$ cat config.mk
export PLATFORM = sky130hd
export DESIGN_NAME = mem_bus_arbiter
export DESIGN_NICKNAME = d
export VERILOG_FILES = /design/src/rtl/mem_bus_arbiter.sv
export SDC_FILE = /design/constraint.sdc
export NUM_CORES = 1
export LEC_CHECK = 0
export CAP_MARGIN = 25
export CORE_AREA = 2 2 120 122
export CTS_BUF_LIST = sky130_fd_sc_hd__clkbuf_8
export CTS_CLUSTER_SIZE = 12
export DETAILED_ROUTE_END_ITERATION = 10
export DIE_AREA = 0 0 122 124
export PLACE_DENSITY = 0.71
export SKIP_LAST_GASP = 1
export SLEW_MARGIN = 40
export SYNTH_ARGS = -nofsm -noshare
export SYNTH_HDL_FRONTEND = slang
export SYNTH_SLANG_ARGS = --single-unit
$ cat constraint.sdc
create_clock -name clk -period 1.52 [get_ports clk]
set_clock_uncertainty 0.05 [all_clocks]
set_input_delay 0.152 -clock clk [delete_from_list [all_inputs] [get_ports clk]]
set_output_delay 0.152 -clock clk [all_outputs]
set_load 0.01 [all_outputs]
$ cat src/rtl/mem_bus_arbiter.sv
// rtl/mem_bus_arbiter.sv - two-master round-robin bus arbiter (CPU m0, DMA m1); optional watchdog via BUS_TIMEOUT_EN
module mem_bus_arbiter #(
    parameter logic [7:0] TIMEOUT_CYCLES = 8'd255
) (
    input  logic        clk,
    input  logic        reset_n,
    input  logic        m0_valid,
    input  logic        m0_instr,
    input  logic [31:0] m0_addr,
    input  logic [31:0] m0_wdata,
    input  logic [3:0]  m0_wstrb,
    output logic        m0_ready,
    output logic [31:0] m0_rdata,
    input  logic        m1_valid,
    input  logic [31:0] m1_addr,
    input  logic [31:0] m1_wdata,
    input  logic [3:0]  m1_wstrb,
    output logic        m1_ready,
    output logic [31:0] m1_rdata,
    output logic        s_valid,
    output logic [31:0] s_addr,
    output logic [31:0] s_wdata,
    output logic [3:0]  s_wstrb,
    output logic        s_instr,
    input  logic        s_ready,
    input  logic [31:0] s_rdata,
    output logic        grant,
    output logic        timeout_err
);

    typedef enum logic [1:0] {
        IDLE = 2'd0,
        BUSY = 2'd1,
        DONE = 2'd2
    } state_t;

    state_t      state_q, state_d;
    logic        grant_q, grant_d;
    logic        last_q, last_d;
    logic        m0_ready_q, m0_ready_d;
    logic        m1_ready_q, m1_ready_d;
    logic [31:0] m0_rdata_q, m0_rdata_d;
    logic [31:0] m1_rdata_q, m1_rdata_d;
    logic        busy;

`ifdef BUS_TIMEOUT_EN
    logic [7:0]  cnt_q, cnt_d;
    logic        timeout_err_q, timeout_err_d;
`else
    logic [7:0]  unused_timeout_limit;
    assign unused_timeout_limit = TIMEOUT_CYCLES;
`endif

    // Next-state logic: arbitration in IDLE, completion/watchdog in BUSY, one-cycle ready in DONE
    always_comb begin
        state_d    = state_q;
        grant_d    = grant_q;
        last_d     = last_q;
        m0_ready_d = 1'b0;
        m1_ready_d = 1'b0;
        m0_rdata_d = m0_rdata_q;
        m1_rdata_d = m1_rdata_q;
`ifdef BUS_TIMEOUT_EN
        cnt_d         = cnt_q;
        timeout_err_d = 1'b0;
`endif
        case (state_q)
            IDLE: begin
                if (m0_valid || m1_valid) begin
                    state_d = BUSY;
                    // On a tie, serve whoever did not complete last
                    if (m0_valid && m1_valid) begin
                        grant_d = ~last_q;
                    end else begin
                        grant_d = m1_valid;
                    end
`ifdef BUS_TIMEOUT_EN
                    cnt_d = 8'd0;
`endif
                end
            end
            BUSY: begin
                if (s_ready) begin
                    state_d = DONE;
                    last_d  = grant_q;
                    if (grant_q) begin
                        m1_ready_d = 1'b1;
                        m1_rdata_d = s_rdata;
                    end else begin
                        m0_ready_d = 1'b1;
                        m0_rdata_d = s_rdata;
                    end
                end
`ifdef BUS_TIMEOUT_EN
                else if (cnt_q == TIMEOUT_CYCLES) begin
                    // Abandon the stalled access: owner completes with zero data and an error pulse
                    state_d       = DONE;
                    last_d        = grant_q;
                    timeout_err_d = 1'b1;
                    if (grant_q) begin
                        m1_ready_d = 1'b1;
                        m1_rdata_d = 32'd0;
                    end else begin
                        m0_ready_d = 1'b1;
                        m0_rdata_d = 32'd0;
                    end
                end else begin
                    cnt_d = cnt_q + 8'd1;
                end
`endif
            end
            DONE: begin
                state_d = IDLE;
            end
            default: begin
                state_d = IDLE;
            end
        endcase
    end

    // State and registered outputs; reset aborts any access in flight
    always_ff @(posedge clk or negedge reset_n) begin
        if (!reset_n) begin
            state_q    <= IDLE;
            grant_q    <= 1'b0;
            last_q     <= 1'b1;
            m0_ready_q <= 1'b0;
            m1_ready_q <= 1'b0;
            m0_rdata_q <= 32'd0;
            m1_rdata_q <= 32'd0;
`ifdef BUS_TIMEOUT_EN
            cnt_q         <= 8'd0;
            timeout_err_q <= 1'b0;
`endif
        end else begin
            state_q    <= state_d;
            grant_q    <= grant_d;
            last_q     <= last_d;
            m0_ready_q <= m0_ready_d;
            m1_ready_q <= m1_ready_d;
            m0_rdata_q <= m0_rdata_d;
            m1_rdata_q <= m1_rdata_d;
`ifdef BUS_TIMEOUT_EN
            cnt_q         <= cnt_d;
            timeout_err_q <= timeout_err_d;
`endif
        end
    end

    assign busy     = (state_q == BUSY);
    assign s_valid  = busy;
    assign s_addr   = grant_q ? m1_addr : m0_addr;
    assign s_wdata  = grant_q ? m1_wdata : m0_wdata;
    assign s_wstrb  = busy ? (grant_q ? m1_wstrb : m0_wstrb) : 4'h0;
    assign s_instr  = busy & ~grant_q & m0_instr;
    assign grant    = grant_q;
    assign m0_ready = m0_ready_q;
    assign m1_ready = m1_ready_q;
    assign m0_rdata = m0_rdata_q;
    assign m1_rdata = m1_rdata_q;

`ifdef BUS_TIMEOUT_EN
    assign timeout_err = timeout_err_q;
`else
    assign timeout_err = 1'b0;
`endif

endmodule

==> results of run 1 <==
-- where the power goes --
| group | total, mW | internal (mW) | switching (mW) |
|---|---|---|---|
| combinational | 8.98 | 5.80 | 3.18 |
| sequential | 3.32 | 2.80 | 0.520 |
| clock | 1.65 | 0.951 | 0.699 |
| total | 14.0 | 9.55 | 4.40 |
-- per-layer routing --
layer	part of all wire (%)	vias up	global-route usage, %	wire length [um]
met1	42	1663	26.5	6800
met3	9.2	11	7.69	1490
met5	0	-	0	0
met4	0.63	0	4.02	102
met2	48	164	33.3	7870
li1	-	1573	-	-
-- cell usage after synthesis --
| master | count |
|---|---|
| nor2_1 | 4 |
| mux2i_1 | 4 |
| conb_1 | 1 |
| buf_12 | 3 |
| mux2_1 | 1 |
| dfstp_2 | 1 |
| nor3_1 | 1 |
| inv_1 | 3 |
| a22o_1 | 1 |
| or3b_2 | 1 |
| buf_4 | 2 |
| a21bo_2 | 1 |
| nand2b_1 | 1 |
| mux2_2 | 98 |
| dfrtp_1 | 69 |
| mux2_4 | 29 |
| nor3b_1 | 1 |
| and4bb_1 | 1 |
| buf_6 | 1 |
| nand4b_4 | 1 |
| a211oi_1 | 2 |
| nand3b_1 | 1 |
| buf_2 | 11 |
-- sequential cells by signal, indices dropped and copies added, names as in the netlist --
register and count:
m0_rdata 32, grant 1, m1_rdata 32, last_q 1, state_q 2, m1_ready 1
m0_ready 1
-- cells by family (layout without fill, tap and decap cells) --
logic type / after synthesis / after routing / synth area share [%]
multiplexers: 132 / 132 / 43.9
flip-flops: 70 / 70 / 48.4
AO/OA/AOI/OAI: 4 / 4 / 0.933
AND/OR/NAND/NOR: 11 / 11 / 2.38
other: 1 / 1 / 0.104
buffers and inverters: 20 / 378 / 4.22
-- worst paths after layout --
kind,slack [ns],cells past startpoint,endpoint
hold / removal,0.21,2,m0_rdata[19]$_DFFE_PN0P_
setup / recovery,-0.35,6,s_wstrb[1]
max in group asynchronous,0.63,3,last_q$_DFFE_PN1P_
setup reg to reg,-0.30,6,m0_rdata[2]$_DFFE_PN0P_
min in group clk,0.37,2,m1_rdata[23]$_DFFE_PN0P_
hold reg to reg,0.45,1,m1_rdata[23]$_DFFE_PN0P_
-- per-stage QoR --
stage / hold WS (ns) / power, mW / setup TNS [ns]
6_report: 0.213 / 14.0 / -34.74
5_1_grt: 0.244 / 14.7 / -43.00
4_1_cts: 0.193 / 14.1 / -39.75
3_5_place_dp: 0.0536 / 10.9 / -20.94
3_3_place_gp: 0.0439 / 10.8 / -19.22
2_1_floorplan: -0.194 / 6.66 / -0.596
-- layout by cell type (no fill, tap or decap), types with 2 or more instances in the layout --
cell type / instances
clkdlybuf4s50_1: 228
mux2_2: 85
dfrtp_1: 68
buf_6: 66
mux2_4: 42
clkdlybuf4s15_1: 12
buf_4: 11
clkbuf_8: 10
buf_16: 10
buf_12: 10
dlymetal6s2s_1: 9
inv_1: 6
buf_2: 4
mux2i_1: 3
dlygate4sd2_1: 3
buf_8: 3
nor2_2: 2
a211oi_1: 2
bufinv_16: 2
-- critical path: stages (launching register included) --
cell     delay [ns]
dfrtp_2        0.43
buf_6          0.13
buf_12         0.13
buf_6          0.12
mux2i_1        0.12
nor2_2         0.19
buf_2          0.19
-- final cells by class --
class | instances | share of cell area, %
tap | 180 | 2.83
clock inverter | 6 | 0.991
inverter | 3 | 0.142
sequential | 70 | 22.0
clock buffer | 10 | 1.73
timing repair buffer | 359 | 49.7
multi-input combinational | 148 | 22.6
-- repair_timing --
action / in CTS / in global routing
resized for setup: 340 / 45
gates cloned: 13 / 0
hold buffers: 1 / 0
setup endpoints to repair: 136 / 145
buffers inserted: 17 / 4
endpoints found under the hold margin: 31 / 0
pin swaps: 6 / 4
==> reports/qor.yml, run 1 <==
clock_network:
  cts-root-buf: "clkbuf_8"
  clk_pin_slew_ns: 0.08
  htreeDepth: 3
  clk_latency_ns: 0.34
  cts_buffer_depth: 2
  numCtsBuffers: 9
  cts_tree: "done"
  clock-sinks: 70
power_and_ir_drop:
  power.density_mw_per_mm2: 1750
  power.leakage_nw: 3.54
  ir_drop_v: 0.00100
logic_synthesis:
  syn-cell-area_mm2: 0.00362
  synth_top_area_share_pct: 47.7
  ys_warn_count: 0
  yosys.area.top_type: "dfrtp_1"
  synthesis.nets: 412
  synth_seq_cells: 70
  synth.area.top_cells: "dfrtp_1 48%, mux2_2 30%, mux2_4 12%"
  ys_types: 23
  synthCells: 238
  yosysSeqAreaShare_pct: 48.4
  synth_area_per_cell_um2: 15.2
detailed_routing:
  drc_errors: 0
  wl_per_cell_um: 21.0
  drtAntennaViolNets: 0
  drtPass1Iterations: 4
  finalWirelength_um: 16300
  detail_route.vias_per_cell: 4.40
  via_count: 3411
  drtIter0Drc: 65
final_layout:
  area_delta_synth_final_pct: 120
  multiInputGateArea_mm2: 0.00180
  diodes: 0
  finalNonFillerCells: 776
  finish.utilization_pct: 58.0
  final_area_mm2: 0.00796
  fill_cells: 1116
  layout.nets: 765
  seq_area_mm2: 0.00175
  final_layout_size_suffix_gt1_share_pct: 43.3
worst_setup_path:
  critPathCaptureType: "output pin"
  cp.required_ns: 1.32
  cp-startpoint: "grant$_DFFE_PN0P_"
  cp.arrival_ns: 1.67
  path_class: "reg2out"
  critPathMaxFanout: 5
  cp-start-kind: "register"
  rr_startpoint: "grant$_DFFE_PN0P_"
placement:
  portBuffers: 310
  gp_congestion: 0.707
  dp_cells: 733
  dp.final_hpwl_um: 11900
  place_ws_ns: -0.365
  postPlaceCellArea_mm2: 0.00706
die:
  die_h_um: 124
  start_util_pct: 26.4
  die-width_um: 122
  ios: 312
  rows: 43
  core_area_mm2: 0.0137
  die_area_mm2: 0.0151
flow_run:
  drv_cap: 0
timing:
  fin_crit_ns: 1.87
  finalCritPeriodShare_pct: 123
  worst_slack_ns: -0.354
  hold_viol: 0
  rsz0062_at_grt: "true"
  max_freq_mhz: 534
  setup_viol: 134
  maxSlewViolCount: 0
global_route:
  overflow: 0
  grt_usage_pct: 20.6
  grt_antenna_before_repair: 0
  grt_pass1_wl_um: 22600
  grt_max_degree: 27
  grt_pass1_vias: 3676
outcome:
  violations: "setup timing"
  status: "complete, but fails checks"
hold_path:
  hold_class: "in2async"
(Power assumes the default switching activity.)
==> run 2, diff against run 1 <==
--- a/config.mk
+++ b/config.mk
@@ -6,12 +6,12 @@
 export NUM_CORES = 1
 export LEC_CHECK = 0
 export CAP_MARGIN = 25
-export CORE_AREA = 2 2 120 122
+export CORE_AREA = 2 2 122 124
 export CTS_BUF_LIST = sky130_fd_sc_hd__clkbuf_8
 export CTS_CLUSTER_SIZE = 12
 export DETAILED_ROUTE_END_ITERATION = 10
-export DIE_AREA = 0 0 122 124
-export PLACE_DENSITY = 0.71
+export DIE_AREA = 0 0 124 126
+export DONT_BUFFER_PORTS = 1
 export SKIP_LAST_GASP = 1
 export SLEW_MARGIN = 40
 export SYNTH_ARGS = -nofsm -noshare
==> run 2 against run 1 <==
The run ends with hold timing, setup timing left. Flip-flop and latch count unchanged. Total power decreased by 29%. Combinational power decreased by 51%. Non-clock buffer count decreased by 297. Die area increased by 3.3%. First-iteration DRC count decreased by 37%. Maximum frequency increased by 8.5%. Cell count decreased by 38%. Worst setup slack improved by 0.15 ns. Largest cell class is now multi-input gates.
==> reports/qor.yml, run 2 (synthesis gave the netlist of run 1 again) <==
clock_network:
  clock-sinks: 70
  clk_latency_ns: 0.34
  clk_pin_slew_ns: 0.10
  htreeDepth: 3
  numCtsBuffers: 9
  cts_tree: "done"
  cts-root-buf: "clkbuf_8"
  cts_buffer_depth: 2
final_layout:
  final_common_cell: "mux2_2"
  final_area_mm2: 0.00479
  area_delta_synth_final_pct: 32.3
  layout.nets: 468
  final_cell_mix: "93 x mux2_2, 67 x dfrtp_1, 35 x dlygate4sd3_1, 34 x mux2_4, 9 x clkbuf_8"
  final_layout_size_suffix_gt1_share_pct: 62.5
  diodes: 0
  fill_cells: 1353
global_route:
  grt_max_degree: 71
  grt_util_met3_pct: 4.26
  overflow: 0
  met2_usage_pct: 27.8
  grt_antenna_before_repair: 0
  grt_usage_pct: 15.0
  grt_pass1_vias: 2465
  grt_pass1_wl_um: 16600
  met1_usage_pct: 17.2
  top_usage_layer: "met2"
timing:
  finalCritPeriodShare_pct: 114
  maxSlewViolCount: 0
  fin_crit_ns: 1.73
  max_freq_mhz: 579
  setup_viol: 130
  hold_viol: 70
  worst_hold_slack_ns: -0.561
  rsz0062_at_grt: "true"
  setup_tns_ns: -16.97
  worst_slack_ns: -0.207
die:
  ios: 312
  core_area_mm2: 0.0143
  die_h_um: 126
  rows: 44
  start_util_pct: 25.3
  die_area_mm2: 0.0156
  die-width_um: 124
worst_setup_path:
  cp.required_ns: 1.32
  r2r-end: "m0_rdata[15]$_DFFE_PN0P_"
  r2r_cells: 4
  cp.arrival_ns: 1.53
  cp-start-kind: "register"
  critPathCaptureType: "output pin"
  critPathMaxFanout: 7
  rr_startpoint: "grant$_DFFE_PN0P_"
  path_class: "reg2out"
  rrSetupSlack_ns: -0.17
power_and_ir_drop:
  ir_drop_v: 0.000865
  power.leakage_nw: 2.03
  finalPower_mw: 9.86
  power.density_mw_per_mm2: 2060
detailed_routing:
  finalWirelength_um: 13500
  wl_per_cell_um: 27.9
  drtAntennaViolNets: 0
  drtPass1Iterations: 3
  detail_route.vias_per_cell: 4.76
  drc_errors: 0
  drtIter0Drc: 41
  via_count: 2297
outcome:
  status: "complete, but fails checks"
  violations: "hold timing, setup timing"
placement:
  portBuffers: 0
  postPlaceCellArea_mm2: 0.00386
  dp.final_hpwl_um: 10100
  place_ws_ns: 0.0260
  gp_congestion: 0.759
flow_run:
  drv_cap: 0
hold_path:
  hold_class: "in2async"
==> run 2: per-layer routing <==
layer / wire length (um) / up-vias / share of wire, %
li1: - / 977 / -
met1: 5220 / 1172 / 39
met2: 7370 / 143 / 55
met3: 869 / 5 / 6.4
met4: 34 / 0 / 0.25
met5: 0 / - / 0
==> run 2: what timing repair did <==
item | in CTS | in global routing
buffers inserted | 2 | 2
setup endpoints to repair | 70 | 118
hold buffers | 35 | 1
pin swaps | 2 | 4
resized for setup | 14 | 22
hold endpoints to repair | 138 | 71
cloned | 1 | 9
==> run 2: cell type report <==
type | count | area (um^2) | area share (%)
clock buffer | 9 | 124 | 2.59
clock inverter | 7 | 61.3 | 1.28
inverter | 3 | 11.3 | 0.235
multi-input combinational | 148 | 1780 | 37.1
sequential | 70 | 1760 | 36.7
tap | 184 | 230 | 4.81
timing repair buffer | 62 | 830 | 17.3
==> run 2: worst max-delay path by stage <==
| stage | startpoint | to | slack, ns |
|---|---|---|---|
| 5_1_grt | grant$_DFFE_PN0P_ | s_addr[22] | -0.26 |
| 4_1_cts | grant$_DFFE_PN0P_ | s_wdata[26] | -0.22 |
| 3_3_place_gp | state_q[0]$_DFFE_PN0P_ | m0_rdata[5]$_DFFE_PN0P_ | 0.07 |
| 2_1_floorplan | grant$_DFFE_PN0P_ | m0_rdata[10]$_DFFE_PN0P_ | -0.02 |
| 6_report | grant$_DFFE_PN0P_ | s_addr[22] | -0.21 |
| 3_5_place_dp | state_q[0]$_DFFE_PN0P_ | m0_rdata[0]$_DFFE_PN0P_ | 0.03 |
==> run 2: metrics by stage <==
step,utilization [%],instances
final,33.4,483
after global routing,33.4,483
after CTS,31.3,472
after detailed placement,26.9,418
after global placement,26.9,418
after floorplan,-,238
==> run 2: worst max-delay path, stage by stage (launching register included) <==
cell,delay (ns)
dfrtp_2,0.44
buf_6,0.13
buf_8,0.13
buf_12,0.14
mux2_4,0.34
==> run 2: where the power goes <==
group          internal, mW  switching (mW)
Clock                 0.627           0.820
Combinational          2.60            1.83
Sequential             2.80            1.19
Total                  6.03            3.84
==> run 3, diff against run 2 <==
==> constraint.sdc (replaced) <==
create_clock -name clk -period 2.1 [get_ports clk]
set_clock_uncertainty 0.05 [all_clocks]
set_input_delay 0.21 -clock clk [delete_from_list [all_inputs] [get_ports clk]]
set_output_delay 0.21 -clock clk [all_outputs]
set_load 0.01 [all_outputs]
==> run 3 against run 2 <==
The run now ends clean. Non-clock buffer count down 22. Worst hold slack gained 0.63 ns. Combinational power is 44% lower. Final area down 9.3%. Register-to-register slack better by 0.48 ns. Total power shrank 34%. Flip-flop and latch count is the same. Sequential power shrank 28%. Cell count fell by 4.3%. Critical path type unchanged.
==> reports/qor.yml, run 3 (synthesis gave the netlist of run 1 again) <==
placement:
  gp_congestion: 0.694
  postPlaceCellArea_mm2: 0.00375
  dp.final_hpwl_um: 9740
  portBuffers: 0
detailed_routing:
  drtIter0Drc: 26
  drc_errors: 0
  via_count: 2181
  detail_route.vias_per_cell: 4.72
  wl_met1_um: 4650
  wl_met2_um: 6460
  met3_length_um: 1030
  drtPass1Iterations: 4
  wl_per_cell_um: 26.5
  dr.max_layer_used: "met5"
  finalWirelength_um: 12300
  drtAntennaViolNets: 0
die:
  rows: 44
  die_h_um: 126
  core_area_mm2: 0.0143
  die_area_mm2: 0.0156
  die-width_um: 124
  start_util_pct: 25.3
  ios: 312
power_and_ir_drop:
  power.density_mw_per_mm2: 1500
  power.leakage_nw: 1.81
  ir_drop_v: 0.000618
clock_network:
  cts_tree: "done"
  clk_latency_ns: 0.35
  cts_buffer_depth: 2
  cts-root-buf: "clkbuf_8"
  numCtsBuffers: 9
  clk_pin_slew_ns: 0.09
  clock-sinks: 70
  postCtsSetupBuffers: 0
  htreeDepth: 3
final_layout:
  final_layout_size_suffix_gt1_share_pct: 56.0
  area_delta_synth_final_pct: 19.9
  fill_cells: 1403
  final_common_cell: "mux2_2"
  final_cell_mix: "98 x mux2_2, 68 x dfrtp_1, 35 x dlygate4sd3_1, 29 x mux2_4, 9 x clkbuf_8"
  final_area_mm2: 0.00434
  layout.nets: 446
timing:
  maxSlewViolCount: 0
  finalCritPeriodShare_pct: 90.8
  hold_viol: 0
  rsz0062_at_grt: "false"
  setup_viol: 0
  max_slew_margin_pct: 55.7
  max_freq_mhz: 525
  fin_crit_ns: 1.91
  setup_tns_ns: 0
  worst_pin_slew_ns: 0.663
global_route:
  grt_pass1_wl_um: 16100
  grt_usage_pct: 14.7
  grt_antenna_before_repair: 2
  grt_pass1_vias: 2310
  overflow: 0
  grt_max_degree: 72
worst_setup_path:
  critPathMaxFanout: 71
  critPathCaptureType: "output pin"
  cp.required_ns: 1.84
  cp-start-kind: "register"
  path_class: "reg2out"
  cp.arrival_ns: 1.65
flow_run:
  drv_cap: 0
outcome:
  status: "complete, no violations"
hold_path:
  hold_class: "in2reg"
run 3: cell count changes in the layout (fill, tap and decap cells not counted), moves of 4 or more:
cell,change
nor2_1,+4
buf_12,-5
mux2_2,+5
buf_6,-5
mux2_4,-5
clkbuf_16,-8
run 3: critical path, cell delays in order (launching register included):
cell,delay [ns]
dfrtp_2,0.42
buf_12,0.32
mux2i_1,0.36
nor2_1,0.14
run 3: cell type report:
class / instances / area [um^2] / area share (%)
Inverter: 3 / 11.3 / 0.259
Sequential cell: 70 / 1750 / 40.4
Multi-Input combinational cell: 148 / 1720 / 39.6
Antenna cell: 1 / 2.50 / 0.0576
Tap cell: 184 / 230 / 5.30
Clock buffer: 9 / 124 / 2.85
Clock inverter: 7 / 81.3 / 1.87
Timing Repair Buffer: 40 / 420 / 9.68
run 3: per-stage QoR:
stage	util, %	hold WS [ns]	power, mW	worst slack [ns]	cells
final	30.3	0.0656	6.51	0.193	462
after global routing	30.3	0.0615	6.88	0.00648	461
after CTS	30.3	0.0469	6.60	0.0436	461
after detailed placement	26.2	-0.134	5.35	0.280	409
after global placement	26.2	-0.134	5.27	0.337	409
after floorplan	-	-0.136	4.81	0.540	238
run 3: routing by layer:
layer	GRT usage (%)	vias up
met3	5.43	12
met2	25.5	151
met5	0	-
met4	3.50	2
met1	17.3	1094
li1	-	922
run 3: where the power goes:
group | internal, mW | switching [mW]
registers | 2.02 | 0.863
logic | 1.38 | 1.11
clock network | 0.562 | 0.569
run 3: worst paths after layout:
path	startpoint	to	slack (ns)	depth (start not counted)
max	grant$_DFFE_PN0P_	s_wstrb[2]	0.19	3
min	m0_valid	grant$_DFFE_PN0P_	0.07	2
max reg2reg	state_q[0]$_DFFE_PN0P_	m1_rdata[23]$_DFFE_PN0P_	0.31	2
min reg2reg	state_q[1]$_DFFE_PN0P_	state_q[0]$_DFFE_PN0P_	0.49	1
max in group asynchronous	reset_n	last_q$_DFFE_PN1P_	1.33	2
min in group asynchronous	reset_n	m0_rdata[29]$_DFFE_PN0P_	0.36	2
run 3: what timing repair did:
item,CTS,global route
resized for setup,0,1
setup endpoints to repair,0,1
hold buffers,36,0
endpoints found under the hold margin,137,0
